--- config.mk ---
export PLATFORM = sky130hd
export DESIGN_NAME = pipe_issue_ctrl
export DESIGN_NICKNAME = d
export VERILOG_FILES = /design/src/rtl/pipe_pkg.sv /design/src/rtl/pipe_issue_ctrl_fifo.sv /design/src/rtl/pipe_issue_ctrl.sv
export SDC_FILE = /design/constraint.sdc
export NUM_CORES = 1
export LEC_CHECK = 0
export BUFFER_PORTS_ARGS = -buffer_cell sky130_fd_sc_hd__buf_4
export CAP_MARGIN = 0
export CORE_AREA = 2 2 141 143
export CTS_CLUSTER_DIAMETER = 150
export DETAILED_ROUTE_END_ITERATION = 16
export DIE_AREA = 0 0 143 145
export HOLD_SLACK_MARGIN = 0.02
export PLACE_DENSITY = 0.66
export SYNTH_ARGS = -nofsm -noshare
export SYNTH_HDL_FRONTEND = slang
export SYNTH_SLANG_ARGS = --single-unit
--- constraint.sdc ---
create_clock -name clk -period 3.45 [get_ports clk]
set_clock_uncertainty 0.2 [all_clocks]
set_input_delay 0.1725 -clock clk [delete_from_list [all_inputs] [get_ports clk]]
set_output_delay 0.1725 -clock clk [all_outputs]
set_load 0.01 [all_outputs]
--- src/rtl/pipe_pkg.sv ---
// Shared types and constants for the in-order issue controller.
package pipe_pkg;

    localparam int REG_W  = 4;
    localparam int ADDR_W = 8;

    localparam logic [1:0] FUNC_ADD = 2'd0;
    localparam logic [1:0] FUNC_SUB = 2'd1;
    localparam logic [1:0] FUNC_AND = 2'd2;
    localparam logic [1:0] FUNC_XOR = 2'd3;

    // One buffered instruction word (22 bits).
    typedef struct packed {
        logic [REG_W-1:0]  rs1;
        logic [REG_W-1:0]  rs2;
        logic [REG_W-1:0]  rd;
        logic [1:0]        func;
        logic [ADDR_W-1:0] addr;
    } instr_t;

endpackage

--- src/rtl/pipe_issue_ctrl_fifo.sv ---
// Instruction FIFO: DEPTH entries of instr_t with occupancy count.
// Pushes when full and pops when empty are ignored; flush clears it.
module instr_fifo
    import pipe_pkg::*;
#(
    parameter int DEPTH = 4
) (
    input  logic                       clk,
    input  logic                       rst_n,
    input  logic                       flush,
    input  logic                       push,
    input  logic                       pop,
    input  instr_t                     wdata,
    output instr_t                     rdata,
    output logic [$clog2(DEPTH):0]     count,
    output logic                       full,
    output logic                       empty
);

    localparam int PTR_W = $clog2(DEPTH);
    localparam int CNT_W = PTR_W + 1;

    logic [PTR_W-1:0] rptr_q, rptr_d;
    logic [PTR_W-1:0] wptr_q, wptr_d;
    logic [CNT_W-1:0] count_q, count_d;
    instr_t           mem_q [DEPTH];
    instr_t           mem_d [DEPTH];
    logic             push_ok;
    logic             pop_ok;

    assign full    = (count_q == CNT_W'(DEPTH));
    assign empty   = (count_q == '0);
    assign count   = count_q;
    assign rdata   = mem_q[rptr_q];
    assign push_ok = push & ~full & ~flush;
    assign pop_ok  = pop & ~empty & ~flush;

    // Next pointers, count and storage from the accepted push/pop.
    always_comb begin
        rptr_d  = rptr_q;
        wptr_d  = wptr_q;
        count_d = count_q;
        mem_d   = mem_q;
        if (flush) begin
            rptr_d  = '0;
            wptr_d  = '0;
            count_d = '0;
        end else begin
            if (push_ok) begin
                mem_d[wptr_q] = wdata;
                wptr_d        = wptr_q + 1'b1;
            end
            if (pop_ok) begin
                rptr_d = rptr_q + 1'b1;
            end
            case ({push_ok, pop_ok})
                2'b10:   count_d = count_q + 1'b1;
                2'b01:   count_d = count_q - 1'b1;
                default: count_d = count_q;
            endcase
        end
    end

    // Control state: pointers and count, cleared by reset.
    always_ff @(posedge clk or negedge rst_n) begin
        if (!rst_n) begin
            rptr_q  <= '0;
            wptr_q  <= '0;
            count_q <= '0;
        end else begin
            rptr_q  <= rptr_d;
            wptr_q  <= wptr_d;
            count_q <= count_d;
        end
    end

    // Storage: data only, no reset needed since count gates validity.
    always_ff @(posedge clk) begin
        mem_q <= mem_d;
    end

endmodule

--- src/rtl/pipe_issue_ctrl.sv ---
// In-order issue controller: FIFO-buffered instructions, per-register
// countdown scoreboard for RAW hazards, one issue per cycle, and a
// saturating counter of hazard-stall cycles.
module pipe_issue_ctrl
    import pipe_pkg::*;
#(
    parameter int DEPTH  = 4,
    parameter int WB_LAT = 2,
    parameter int NREG   = 16
) (
    input  logic              clk,
    input  logic              rst_n,
    input  logic              in_valid,
    output logic              in_ready,
    input  logic [REG_W-1:0]  in_rs1,
    input  logic [REG_W-1:0]  in_rs2,
    input  logic [REG_W-1:0]  in_rd,
    input  logic [1:0]        in_func,
    input  logic [ADDR_W-1:0] in_addr,
    input  logic              run,
    input  logic              flush,
    output logic              iss_valid,
    output logic [REG_W-1:0]  iss_rs1,
    output logic [REG_W-1:0]  iss_rs2,
    output logic [REG_W-1:0]  iss_rd,
    output logic [1:0]        iss_func,
    output logic [ADDR_W-1:0] iss_addr,
    output logic              busy,
    output logic [15:0]       stall_cnt
);

    localparam logic [1:0] WB_LAT_C = 2'(WB_LAT);

    instr_t                  in_word;
    instr_t                  head;
    logic [$clog2(DEPTH):0]  fifo_count;
    logic                    fifo_full;
    logic                    fifo_empty;
    logic                    push;
    logic                    hazard;
    logic                    issue;
    logic                    stall;
    logic [NREG-1:0]         pend;

    logic [1:0]  cnt_q [NREG];
    logic [1:0]  cnt_d [NREG];
    logic        iss_valid_q, iss_valid_d;
    instr_t      iss_q, iss_d;
    logic [15:0] stall_cnt_q, stall_cnt_d;

    assign in_word  = '{rs1: in_rs1, rs2: in_rs2, rd: in_rd, func: in_func, addr: in_addr};
    assign in_ready = ~fifo_full & ~flush;
    assign push     = in_valid & in_ready;

    instr_fifo #(.DEPTH(DEPTH)) u_fifo (
        .clk   (clk),
        .rst_n (rst_n),
        .flush (flush),
        .push  (push),
        .pop   (issue),
        .wdata (in_word),
        .rdata (head),
        .count (fifo_count),
        .full  (fifo_full),
        .empty (fifo_empty)
    );

    // Hazard check on the FIFO head and issue/stall decision for this edge.
    always_comb begin
        for (int r = 0; r < NREG; r++) begin
            pend[r] = (cnt_q[r] != 2'd0);
        end
        hazard = pend[head.rs1] | pend[head.rs2];
        issue  = ~fifo_empty & run & ~hazard & ~flush;
        stall  = ~fifo_empty & run &  hazard & ~flush;
        busy   = ~fifo_empty | (|pend);
    end

    // Scoreboard reload on issue (wins over countdown), issue regs, stall count.
    always_comb begin
        for (int r = 0; r < NREG; r++) begin
            cnt_d[r] = cnt_q[r];
            if (issue && (head.rd == REG_W'(r))) begin
                cnt_d[r] = WB_LAT_C;
            end else if (cnt_q[r] != 2'd0) begin
                cnt_d[r] = cnt_q[r] - 2'd1;
            end
        end
        iss_valid_d = issue;
        iss_d       = issue ? head : iss_q;
        stall_cnt_d = stall_cnt_q;
        if (stall && (stall_cnt_q != 16'hFFFF)) begin
            stall_cnt_d = stall_cnt_q + 16'd1;
        end
    end

    // State registers; reset discards in-flight scoreboard state.
    always_ff @(posedge clk or negedge rst_n) begin
        if (!rst_n) begin
            for (int r = 0; r < NREG; r++) begin
                cnt_q[r] <= 2'd0;
            end
            iss_valid_q <= 1'b0;
            iss_q       <= '0;
            stall_cnt_q <= 16'd0;
        end else begin
            for (int r = 0; r < NREG; r++) begin
                cnt_q[r] <= cnt_d[r];
            end
            iss_valid_q <= iss_valid_d;
            iss_q       <= iss_d;
            stall_cnt_q <= stall_cnt_d;
        end
    end

    assign iss_valid = iss_valid_q;
    assign iss_rs1   = iss_q.rs1;
    assign iss_rs2   = iss_q.rs2;
    assign iss_rd    = iss_q.rd;
    assign iss_func  = iss_q.func;
    assign iss_addr  = iss_q.addr;
    assign stall_cnt = stall_cnt_q;

endmodule

Yosys cells after proc, flatten, opt, wreduce, memory -nomap -nowiden. Index checks and enable logic that the tools add are counted.

Bits in registers: 166. Output and inout port bits: 41. Logic and storage cells: 215. Input port bits: 27.

Muxes and demuxes: 48. Reductions and logical operators: 57. Bitwise gates (word level): 19. $lt $le $gt $ge: 5. Equality and inequality tests: 19. $add $sub $neg: 21.

Operator list (count): $bwmux 88 (1); $mux 2 (36); $reduce_bool 2->1 (34); $mux 22 (3); $bmux 22 s2 (1); $demux 22 s2 (1); $eq 4x4->1 const B (8); $sub 2x1->2 const B (16); $logic_and 1x1->1 (18); $add 16x1->16 const B (1); $eq 4x3->1 const B (4); $ne 16x16->1 const B (1); $reduce_or 16->1 (1); $and 1x1->1 (11); $lt 4x5->1 const B (2); $bmux 1 s4 (2); $eq 4x2->1 const B (2); $ge 3x3->1 const B (2); $not 2->3 (2); $pmux 3 s2 (1); $add 2x1->2 const B (2); $eq 4x1->1 const B (1); $logic_not 4->1 (1); $not 1->1 (4); 12 further kinds (14).

Longest topological paths before layout. Gate-level depths: netlist (run 1).

Depth in word-level cells: 15. Mapped depth: 14. Depth with buffers taken out: 13.

Cells and area by module. Synthesis (run 1) repeated with hierarchy kept, for this count alone.

Cells, all modules: 509. Area total of the unflattened synthesis: 7762.4 µm².

Modules (own cells, without submodules): pipe_issue_ctrl (instances 1, cells an instance 329, seq. area each 1776.7 µm², area an instance 4031.4 µm²); instr_fifo (instances 1, cells an instance 180, seq. area each 2817.7 µm², area an instance 3731.1 µm²).

Least setup slack after synthesis (run 1). OpenSTA, ideal clock, no wires.

Path kind: register to register. Start: register u_fifo.rptr_q[0]. End: register u_fifo.count_q[1] (netlist: u_fifo.count[1]). Cell stages (with the launch flop): 13. Path buffers: 2. Arrival time: 2964 ps. Setup slack: 163 ps. Period minus slack after synthesis: 3287 ps. Path through: dfrtp_1 > buf_6 > mux4_2 > buf_6 > mux2i_1 > mux2i_1 > mux2i_1 > mux2i_2 > nand3_4 > nor3_1 > fa_1 > and4b_1 > a211o_1.

Cells in the longest elaborated chain, start to end: 15. Elaborated cells between the ends (all ways): 19. Classes of those cells: 2 x eq/ne; 9 x mux; 7 x bitwise; 1 x reduce/logical.

RTL lines: start: declaration (RTL line pipe_issue_ctrl_fifo.sv:23) `logic [PTR_W-1:0] rptr_q, rptr_d;`; start signal: assignment (RTL line pipe_issue_ctrl_fifo.sv:71) `rptr_q <= rptr_d;`; $not 2->3 (implied by the code) (*) (RTL line pipe_issue_ctrl_fifo.sv:34) `assign rdata = mem_q[rptr_q];`; $bmux 22 s2 (*) (RTL line pipe_issue_ctrl_fifo.sv:34); $mux 22 (implied by the code) (*) (2 in a row) (RTL line pipe_issue_ctrl_fifo.sv:34); $bmux 1 s4 (RTL line pipe_issue_ctrl.sv:73) `hazard = pend[head.rs1] | pend[head.rs2];`; $mux 1 (implied by the code) (RTL line pipe_issue_ctrl.sv:73); $or 1x1->1 (*) (RTL line pipe_issue_ctrl.sv:73); $not 1->1 (*) (RTL line pipe_issue_ctrl.sv:74) `issue = ~fifo_empty & run & ~hazard & ~flush;`; $and 1x1->1 (*) (2 in a row) (RTL line pipe_issue_ctrl.sv:74); $and 1x1->1 (*) (2 in a row) (RTL line pipe_issue_ctrl_fifo.sv:36) `assign pop_ok = pop & ~empty & ~flush;`; $eq 2x1->1 or $eq 2x2->1 (tied branches) (RTL line pipe_issue_ctrl_fifo.sv:56) `case ({push_ok, pop_ok})`; $pmux 3 s2 (RTL line pipe_issue_ctrl_fifo.sv:56); $mux 3 (RTL line pipe_issue_ctrl_fifo.sv:44) `if (flush) begin`; end signal: assignment (RTL line pipe_issue_ctrl_fifo.sv:73) `count_q <= count_d;`; end: declaration (RTL line pipe_issue_ctrl_fifo.sv:25) `logic [CNT_W-1:0] count_q, count_d;`.

Every way passes the cells marked *; elsewhere a longest branch is shown, timed or not. The select of a mux whose other input is x is not followed. A chain may end at the register's enable or synchronous reset.

Worst setup path after layout (run 1). Same ends and word-level chain as after synthesis.

==> flow_metrics.env, run 1 <==
export IMPL_seq_area_frac_synth_pct=61.01
export IMPL_clkTransAtPathRegs_ps=60
export IMPL_slew_headroom_pct=29.05
export IMPL_rr_worst_depth=10
export IMPL_cp_required_ps=3560
export IMPL_power_frac_seq_pct=42.0
export IMPL_cts_max_level=4
export IMPL_antenna_found_initial=0
export IMPL_total_power_w=0.006431
export IMPL_finalNetCount=672
export IMPL_core_rowCount=51
export IMPL_crit_buf_inv=0
export IMPL_first_pass_iters=4
export IMPL_hold_violations=0
export IMPL_synth_ff_type="edfxtp_1"
export IMPL_ys_types=48
export IMPL_max_cap_violations=0
export IMPL_slowest_stage="mux4_2"
export IMPL_insertion_delay_ps=430
export IMPL_power_internal_w=0.004388
export IMPL_r2r_start="u_fifo.rptr_q[0]"
export IMPL_viasPerCell=5.070
export IMPL_drtAntennaViolNets=0
export IMPL_drv_slew=0
export IMPL_end_kind="register"
export IMPL_cts_inserted_buffers=17
export IMPL_synth_edff_count=88
export IMPL_floorplan_die_area_um2=20740
export IMPL_drive_gt1_share_pct=27.52
export IMPL_arrival_ps=3450
export IMPL_clkPwrFrac_pct=26.8
export IMPL_synthArstFlopShare_pct=46.99
export IMPL_gp_congestion=0.8245
export IMPL_p_sw_w=0.002043
export IMPL_yosys_warnings=0
export IMPL_peakVddDrop_v=0.0003807
export IMPL_reg2reg_to="u_fifo.count[1]"
export IMPL_synth_fp_nets=553
export IMPL_syn_area_um2=7531
export IMPL_power_leakage_nw=3.815
export IMPL_area_growth_pct=23.43
export IMPL_placed_area_um2=8418
export IMPL_status="completed"
export IMPL_synth_seq_cells=166
export IMPL_overflow=0
export IMPL_drc=0
export IMPL_io_pins=68
export IMPL_critical_path_top_delay_family="multiplexers"
export IMPL_fin_crit_ps=3346
export IMPL_grt_max_degree=79
export IMPL_worst_pin_slew_ps=1064
export IMPL_cp_max_fo=6
export IMPL_initial_core_util_pct=39.21
export IMPL_cts_tree="done"
export IMPL_antennaDiodeCount=0
export IMPL_setup_viol=0
export IMPL_tns_ps=0
export IMPL_grt_pass1_vias=4742
export IMPL_syn_instance_count=504
export IMPL_die_w_um=143
export IMPL_crit_cells=10
export IMPL_crit_chain="mux4_2 -> mux2i_1 -> mux2i_1 -> mux2i_1 -> mux2i_2 -> nand3_4 -> nor3_2 -> fa_1 -> and4b_1 -> a211o_1"
export IMPL_final_area_um2=9295
export IMPL_final_common_cell="edfxtp_1"
export IMPL_critPathCapture="u_fifo.count[1]"
export IMPL_die_height_um=145
export IMPL_nFillCells=1650
export IMPL_grt_pass1_wl_um=25330
export IMPL_portBuffers=67
export IMPL_crit_type="register to register"
export IMPL_synthTopCellsByArea="edfxtp_1, dfrtp_1, mux4_2"
export IMPL_synth_area_per_cell_um2=14.94
export IMPL_pwr_share_comb_pct=31.2
export IMPL_hpwlAfterDp_um=10410
export IMPL_period_share_pct=96.97
export IMPL_power_density_nw_per_um2=691.9
export IMPL_max_freq_mhz=298.9
export IMPL_cts_root_buf="clkbuf_16"
export IMPL_drtIter0Drc=207
export IMPL_startpoint="u_fifo.rptr_q[0]"
export IMPL_synth_top_area_share_pct=35.09
export IMPL_critical_path_startpoint_type="register"
export IMPL_crit_path_max_incr_delay_ps=650
export IMPL_p_sw_share_pct=31.77
export IMPL_num_vias=4568
export IMPL_final_cell_mix="edfxtp_1, buf_4, dfrtp_1"
export IMPL_rsz0062_at_grt="yes"
export IMPL_wl_per_cell_um=17.51
export IMPL_r2r_slack_ps=100
export IMPL_cts_sinks=166
export IMPL_clock_path_buffers=2
export IMPL_yosysTopAreaCell="edfxtp_1"
export IMPL_hp_class="input pin to register"
export IMPL_wl_um=15780
export IMPL_core_um2=19210
export IMPL_grt_use_total_pct=15.94
export IMPL_worst_path_most_repeated_cell="mux2i_1"
-- flip-flops by register name, summed over array words and instances (netlist names), 3 cells and up --
| signal | flops |
|---|---|
| iss_rs2 | 4 |
| u_fifo.count | 3 |
| stall_cnt | 16 |
| u_fifo.mem_q | 88 |
| iss_addr | 8 |
| iss_rs1 | 4 |
| iss_rd | 4 |
| cnt_q | 32 |
-- synthesized netlist by cell type, types with 15 or more instances --
cell / instances
a21oi_1: 19
a31oi_1: 17
dfrtp_1: 78
edfxtp_1: 88
ha_1: 21
inv_1: 34
mux2_4: 20
mux2i_1: 28
mux4_2: 21
nor2_1: 24
o31ai_1: 18
xnor2_1: 15
xor2_1: 16
-- tightest hold or removal path, stage by stage --
cell and delay, ps:
buf_4 120, o31ai_1 80, a211oi_2 60, buf_12 140, nand2_1 70, xnor2_1 60
-- metal layers --
layer	part of all wire, %	GRT usage (%)
met2	50	26.44
met4	1.4	5.149
met1	45	20.54
met3	3.7	3.828
met5	0	0
-- cell type report --
| class | instances | area (um2) | area share, % |
|---|---|---|---|
| clock buffers | 20 | 436.7 | 4.698 |
| clock inverters | 12 | 96.34 | 1.036 |
| inverters | 35 | 138.9 | 1.494 |
| multi-input cells | 288 | 2695 | 28.99 |
| flip-flops and latches | 166 | 4596 | 49.44 |
| well taps | 265 | 331.6 | 3.567 |
| repair buffers | 115 | 1001 | 10.77 |
-- cell families (layout without fill, tap and decap cells) --
group / after synthesis / after routing / share of synthesized area [%]
flops: 166 / 166 / 61.01
simple gates: 97 / 97 / 7.127
mux: 76 / 78 / 15.30
compound gates: 59 / 59 / 5.001
buf+inv: 52 / 182 / 3.904
xor+xnor: 32 / 32 / 3.904
fa+ha+maj: 22 / 22 / 3.755
-- power groups by stage --
| stage | Clock [W] | Sequential (W) | Combinational, W |
|---|---|---|---|
| after floorplan | 0 | 0.00272 | 0.00128 |
| after global placement | 0 | 0.00272 | 0.00186 |
| after detailed placement | 0 | 0.00273 | 0.00195 |
| after CTS | 0.00177 | 0.00270 | 0.00199 |
| after global routing | 0.00185 | 0.00274 | 0.00227 |
| final | 0.00172 | 0.00270 | 0.00201 |
-- per-stage QoR --
stage | setup slack (ps) | hold WS, ps | std cells | utilization (%)
CTS | 38.91 | 109.1 | 897 | 47.91
finish | 104.4 | 122.2 | 901 | 48.39
global placement | 90.63 | 169.7 | 840 | 43.83
detailed placement | 43.72 | 174.8 | 840 | 43.83
global route | -49.26 | 149.6 | 901 | 48.39
floorplan | 162.5 | -323.1 | 504 | -
-- worst min path at each step --
stage	start	to	slack, ps	cells after the start
6_report	run	stall_cnt[13]	120	6
5_1_grt	run	stall_cnt[9]	150	6
4_1_cts	run	stall_cnt[13]	110	6
3_5_place_dp	in_addr[3]	u_fifo.mem_q[25]	170	1
3_3_place_gp	in_rd[3]	u_fifo.mem_q[57]	170	1
2_1_floorplan	rst_n	cnt_q[0]	-320	0
-- what timing repair did --
item                       4_1_cts  5_1_grt
setup endpoints to repair        0       35
buffers inserted                 0        2
hold endpoints to repair       173        0
gates resized for setup          0       11
hold buffers                    25        0
Power figures use the tool's default switching activity.
==> inputs of run 2 (changes only) <==
--- a/config.mk
+++ b/config.mk
@@ -7,12 +7,14 @@
 export LEC_CHECK = 0
 export BUFFER_PORTS_ARGS = -buffer_cell sky130_fd_sc_hd__buf_4
 export CAP_MARGIN = 0
+export CELL_PAD_IN_SITES_DETAIL_PLACEMENT = 1
+export CELL_PAD_IN_SITES_GLOBAL_PLACEMENT = 1
 export CORE_AREA = 2 2 141 143
 export CTS_CLUSTER_DIAMETER = 150
 export DETAILED_ROUTE_END_ITERATION = 16
 export DIE_AREA = 0 0 143 145
 export HOLD_SLACK_MARGIN = 0.02
-export PLACE_DENSITY = 0.66
+export PLACE_DENSITY = 0.75
 export SYNTH_ARGS = -nofsm -noshare
 export SYNTH_HDL_FRONTEND = slang
 export SYNTH_SLANG_ARGS = --single-unit
==> run 2 against run 1 <==
Compared with the run above: the flow now finishes with violations (negative setup slack); power rose by 6.4%; sequential cell count stayed put; maximum frequency fell by 4.0%; via count is 3.9% higher; critical path type unchanged; combinational power rose by 2%; critical endpoint unchanged; worst hold slack better by 19 ps; die area is the same; clock-buffer cell count stayed put; routed wire length up 16%.
==> flow_metrics.env, run 2 (synthesis results as in run 1) <==
export IMPL_pwr_share_comb_pct=30.1
export IMPL_status="finished with violations"
export IMPL_violations="negative setup slack"
export IMPL_viasPerCell=5.259
export IMPL_wl_met1_um=7655
export IMPL_portBuffers=67
export IMPL_die_w_um=143
export IMPL_crit_chain="mux4_2 -> mux2i_1 -> mux2i_1 -> mux2i_1 -> mux2i_2 -> nand3_4 -> nor3_2 -> fa_1 -> and4b_1 -> a211o_1"
export IMPL_finalNetCount=673
export IMPL_power_internal_w=0.004698
export IMPL_num_vias=4744
export IMPL_wl_um=18360
export IMPL_cts_max_level=4
export IMPL_crit_path_max_incr_delay_ps=650
export IMPL_slew_headroom_pct=34.01
export IMPL_max_cap_violations=0
export IMPL_floorplan_die_area_um2=20740
export IMPL_regMostFlops="u_fifo.mem_q"
export IMPL_overflow=0
export IMPL_gp_congestion=0.7892
export IMPL_slowest_stage="mux4_2"
export IMPL_cts_inserted_buffers=17
export IMPL_grt_pass1_vias=5282
export IMPL_drtIter0Drc=214
export IMPL_antennaDiodeCount=0
export IMPL_p_sw_share_pct=31.38
export IMPL_wl_per_cell_um=20.35
export IMPL_drive_gt1_share_pct=27.94
export IMPL_hpwlAfterDp_um=11970
export IMPL_hp_start="run"
export IMPL_rr_worst_depth=10
export IMPL_r2r_start="u_fifo.rptr_q[0]"
export IMPL_drtAntennaViolNets=0
export IMPL_antenna_found_initial=0
export IMPL_final_setup_worst_slack_ps=-34.41
export IMPL_p_sw_w=0.002148
export IMPL_cts_tree="done"
export IMPL_fin_crit_ps=3484
export IMPL_hold_violations=0
export IMPL_clkTransAtPathRegs_ps=60
export IMPL_startpoint="u_fifo.rptr_q[0]"
export IMPL_critical_path_startpoint_type="register"
export IMPL_cp_max_fo=7
export IMPL_r2r_slack_ps=-30
export IMPL_whs_path_depth=6
export IMPL_insertion_delay_ps=420
export IMPL_final_area_um2=9366
export IMPL_power_density_nw_per_um2=730.8
export IMPL_worst_pin_slew_ps=989.8
export IMPL_peakVddDrop_v=0.0004481
export IMPL_first_pass_iters=4
export IMPL_die_height_um=145
export IMPL_hp_class="input pin to register"
export IMPL_area_growth_pct=24.37
export IMPL_cts_root_buf="clkbuf_16"
export IMPL_wl_met3_um=562
export IMPL_clock_path_buffers=2
export IMPL_clkPwrFrac_pct=30.3
export IMPL_rsz0062_at_grt="yes"
export IMPL_initial_core_util_pct=39.21
export IMPL_dr_max_layer_used="met4"
export IMPL_reg2reg_to="u_fifo.count[1]"
export IMPL_arrival_ps=3580
export IMPL_placed_area_um2=8358
export IMPL_power_frac_seq_pct=39.6
export IMPL_core_rowCount=51
export IMPL_final_cell_mix="buf_4, edfxtp_1, dfrtp_1"
export IMPL_grt_pass1_wl_um=29190
export IMPL_setup_viol=1
export IMPL_core_um2=19210
export IMPL_end_kind="register"
export IMPL_io_pins=68
export IMPL_period_share_pct=101.0
export IMPL_largest_reg_flops=88
export IMPL_crit_type="register to register"
export IMPL_power_leakage_nw=3.865
export IMPL_grt_use_total_pct=18.44
export IMPL_grt_max_degree=71
export IMPL_max_freq_mhz=287.0
export IMPL_total_power_w=0.006845
export IMPL_wl_met2_um=9618
export IMPL_cp_required_ps=3550
export IMPL_drc=0
export IMPL_drv_slew=0
export IMPL_layout_cells_non_filler=902
export IMPL_worst_path_most_repeated_cell="mux2i_1"
export IMPL_min_to="stall_cnt[13]"
export IMPL_cts_sinks=166
export IMPL_dp_cells=837
## run 2: worst max-delay path, delay by kind of cell (launching register included)
family / cells / cell delay, ps
adder cells (fa/ha/maj): 1 / 460
AND/OR/NAND/NOR: 3 / 500
flip-flops: 1 / 480
multiplexers: 5 / 1450
AO/OA/AOI/OAI: 1 / 280
## run 2: layer usage
layer | global-route usage, % | vias up
met5 | 0 | -
met4 | 7.673 | 0
met2 | 31.24 | 110
li1 | - | 2125
met3 | 3.333 | 42
met1 | 23.12 | 2467
## run 2: worst max-delay path by stage
stage	to	slack [ps]	depth (start not counted)
4_1_cts	u_fifo.count[1]	2	10
2_1_floorplan	u_fifo.count[1]	160	12
3_5_place_dp	u_fifo.count[1]	-170	10
5_1_grt	u_fifo.count[1]	-110	10
6_report	u_fifo.count[1]	-30	10
3_3_place_gp	u_fifo.count[1]	70	10
## run 2: repair_timing
item,in CTS,in global routing
gates cloned,2,0
hold buffers,25,0
endpoints found under the hold margin,163,0
setup endpoints to repair,3,22
setup buffers,2,4
gates resized for setup,5,3
pin swaps,0,1
## run 2: cell type report
type | count | area (um2)
fill | 1897 | 9841
sequential | 166 | 4596
multi-input combinational | 288 | 2698
timing repair buffer | 116 | 953.4
clock buffer | 20 | 456.7
tap | 265 | 331.6
clock inverter | 12 | 187.7
inverter | 35 | 143.9
## run 2: per-stage QoR
stage | hold WS (ps) | setup slack, ps | util [%] | TNS, ps
after floorplan | -323.1 | 162.5 | - | 0
after global placement | 171.3 | 65.20 | 43.52 | 0
after detailed placement | 176.3 | -172.8 | 43.52 | -185.9
after CTS | 131.0 | 1.693 | 48.58 | 0
after global routing | 166.1 | -114.1 | 48.77 | -146.4
final | 141.3 | -34.41 | 48.77 | -34.41
## run 2: power groups by stage
stage	Clock (W)	Combinational (W)	Sequential, W
4_1_cts	0.00211	0.00206	0.00272
2_1_floorplan	0	0.00128	0.00272
5_1_grt	0.00218	0.00227	0.00276
3_3_place_gp	0	0.00184	0.00272
3_5_place_dp	0	0.00202	0.00275
6_report	0.00207	0.00206	0.00271
==> inputs of run 3 (changes only) <==
==> config.mk (replaced) <==
export PLATFORM = sky130hd
export DESIGN_NAME = pipe_issue_ctrl
export DESIGN_NICKNAME = d
export VERILOG_FILES = /design/src/rtl/pipe_pkg.sv /design/src/rtl/pipe_issue_ctrl_fifo.sv /design/src/rtl/pipe_issue_ctrl.sv
export SDC_FILE = /design/constraint.sdc
export NUM_CORES = 1
export LEC_CHECK = 0
export BUFFER_PORTS_ARGS = -buffer_cell sky130_fd_sc_hd__buf_2
export CAP_MARGIN = 0
export CELL_PAD_IN_SITES_DETAIL_PLACEMENT = 1
export CELL_PAD_IN_SITES_GLOBAL_PLACEMENT = 1
export CORE_AREA = 2 2 150 152
export CTS_CLUSTER_DIAMETER = 150
export DETAILED_ROUTE_END_ITERATION = 16
export DIE_AREA = 0 0 152 154
export HOLD_SLACK_MARGIN = 0.02
export PLACE_DENSITY = 0.68
export SYNTH_ARGS = -nofsm -noshare
export SYNTH_HDL_FRONTEND = slang
export SYNTH_SLANG_ARGS = --single-unit
==> run 3 against run 2 <==
Compared with the run above: the flow now finishes without violations; cell area decreased by 1.8%; clock-buffer cell count down 3; sequential power barely moved; clock power shrank 6%; worst setup slack improved by 93 ps; global-route usage shrank 2.8 points; sequential share of layout area rose by 0.89 points; die area grew 13%; sequential cell count did not move; routed wire length is 1.0% lower; non-clock buffer count shrank 2.
==> flow_metrics.env, run 3 (synthesis results as in run 1) <==
export IMPL_status="completed"
export IMPL_num_vias=4642
export IMPL_placed_area_um2=8212
export IMPL_fin_crit_ps=3391
export IMPL_drive_gt1_share_pct=28.41
export IMPL_wl_per_cell_um=19.81
export IMPL_clkTransAtPathRegs_ps=70
export IMPL_grt_pass1_vias=4966
export IMPL_cts_max_level=4
export IMPL_final_common_cell="edfxtp_1"
export IMPL_total_power_w=0.006621
export IMPL_worst_path_most_repeated_cell="mux2i_1"
export IMPL_slowest_stage="mux4_2"
export IMPL_grt_use_total_pct=15.62
export IMPL_finalNetCount=673
export IMPL_grt_pass1_wl_um=28230
export IMPL_core_rowCount=54
export IMPL_initial_core_util_pct=34.72
export IMPL_antennaDiodeCount=0
export IMPL_hold_violations=0
export IMPL_largest_reg_flops=88
export IMPL_critical_path_startpoint_type="register"
export IMPL_hp_class="input pin to register"
export IMPL_max_freq_mhz=294.9
export IMPL_antenna_found_initial=0
export IMPL_drv_slew=0
export IMPL_tns_ps=0
export IMPL_cts_inserted_buffers=17
export IMPL_insertion_delay_ps=430
export IMPL_max_cap_violations=0
export IMPL_period_share_pct=98.29
export IMPL_arrival_ps=3500
export IMPL_hpwlAfterDp_um=11470
export IMPL_cts_tree="done"
export IMPL_crit_chain="mux4_2 -> mux2i_1 -> mux2i_1 -> mux2i_1 -> mux2i_2 -> nand3_4 -> nor3_2 -> fa_1 -> and4b_1 -> a211o_1"
export IMPL_peakVddDrop_v=0.0005385
export IMPL_clock_path_buffers=2
export IMPL_first_pass_iters=4
export IMPL_final_cell_mix="edfxtp_1, dfrtp_1, buf_2"
export IMPL_core_um2=21690
export IMPL_die_height_um=154
export IMPL_cts_root_buf="clkbuf_16"
export IMPL_power_leakage_nw=3.836
export IMPL_grt_max_degree=74
export IMPL_drtAntennaViolNets=0
export IMPL_portBuffers=67
export IMPL_setup_viol=0
export IMPL_regMostFlops="u_fifo.mem_q"
export IMPL_area_growth_pct=22.16
export IMPL_gp_congestion=0.7995
export IMPL_overflow=0
export IMPL_cts_sinks=166
export IMPL_io_pins=68
export IMPL_rsz0062_at_grt="yes"
export IMPL_slew_headroom_pct=32.65
export IMPL_power_density_nw_per_um2=719.7
export IMPL_cp_required_ps=3560
export IMPL_floorplan_die_area_um2=23410
export IMPL_end_kind="register"
export IMPL_cp_max_fo=6
export IMPL_drtIter0Drc=252
export IMPL_crit_type="register to register"
export IMPL_wl_um=18160
export IMPL_worst_pin_slew_ps=1010
export IMPL_drc=0
export IMPL_die_w_um=152
export IMPL_viasPerCell=5.062
export IMPL_final_area_um2=9200
export IMPL_crit_path_max_incr_delay_ps=660
[run 3: changes by cell type in the layout (fill, tap and decap cells not counted), moves of 2 or more]
cell and delta:
o31ai_1 -2, inv_6 +3, clkinv_8 +4, bufinv_16 -3, clkbuf_8 -2, clkinv_2 +2
buf_6 -2, buf_4 -67, buf_2 +66, o31ai_2 +2, clkinvlp_4 -2
[run 3: repair_timing]
item | in CTS | in global routing
hold buffers | 25 | 0
hold endpoints to repair | 166 | 0
cloned | 2 | 2
endpoints found under the setup margin | 12 | 4
buffers inserted | 0 | 4
gates resized for setup | 4 | 7
pin swaps | 0 | 0
[run 3: final cells by class]
cell class,instances,area (um2)
fillers,2213,12490
flip-flops and latches,166,4596
multi-input cells,288,2705
repair buffers,114,773.2
clock buffers,17,425.4
well taps,280,350.3
clock inverters,15,185.2
inverters,35,147.6
repair inverters,2,17.52
[run 3: metrics by stage]
step                utilization, %  cells  setup slack, ps  hold slack, ps
CTS                          42.03    911            61.61           125.8
finish                       42.42    917            59.05           139.9
global placement             37.86    852            81.82           181.7
floorplan                        -    504            162.5          -323.1
global route                 42.42    917           -47.50           157.5
detailed placement           37.86    852           -30.08           189.1
[run 3: worst max-delay path: cells and delay by family, from the launching register on]
kind / cells / cell delay, ps
flops: 1 / 500
compound gates: 1 / 260
mux: 5 / 1390
simple gates: 3 / 460
fa+ha+maj: 1 / 450
[run 3: layer usage]
layer,vias up,wire (um),global-route usage (%)
li1,2121,-,-
met1,2403,8038,19.58
met2,91,9140,26.86
met3,27,584,3.298
met4,0,400,5.563
met5,-,0,0
[run 3: path summary, 6_finish.rpt]
check | startpoint | to | slack (ps) | depth (start not counted)
max in group asynchronous | rst_n | iss_addr[2] | 2070 | 3
hold reg to reg | stall_cnt[9] | stall_cnt[9] | 290 | 1
setup reg to reg | u_fifo.rptr_q[0] | u_fifo.count[1] | 60 | 10
min in group asynchronous | rst_n | iss_rd[1] | 270 | 2
hold / removal | run | stall_cnt[5] | 140 | 6
setup / recovery | u_fifo.rptr_q[0] | u_fifo.count[1] | 60 | 10
[run 3: where the power goes]
part / switching, W / internal [W]
sequential: 0.000246 / 0.00247
combinational: 0.00106 / 0.000907
clock: 0.000899 / 0.00104
total: 0.00221 / 0.00441
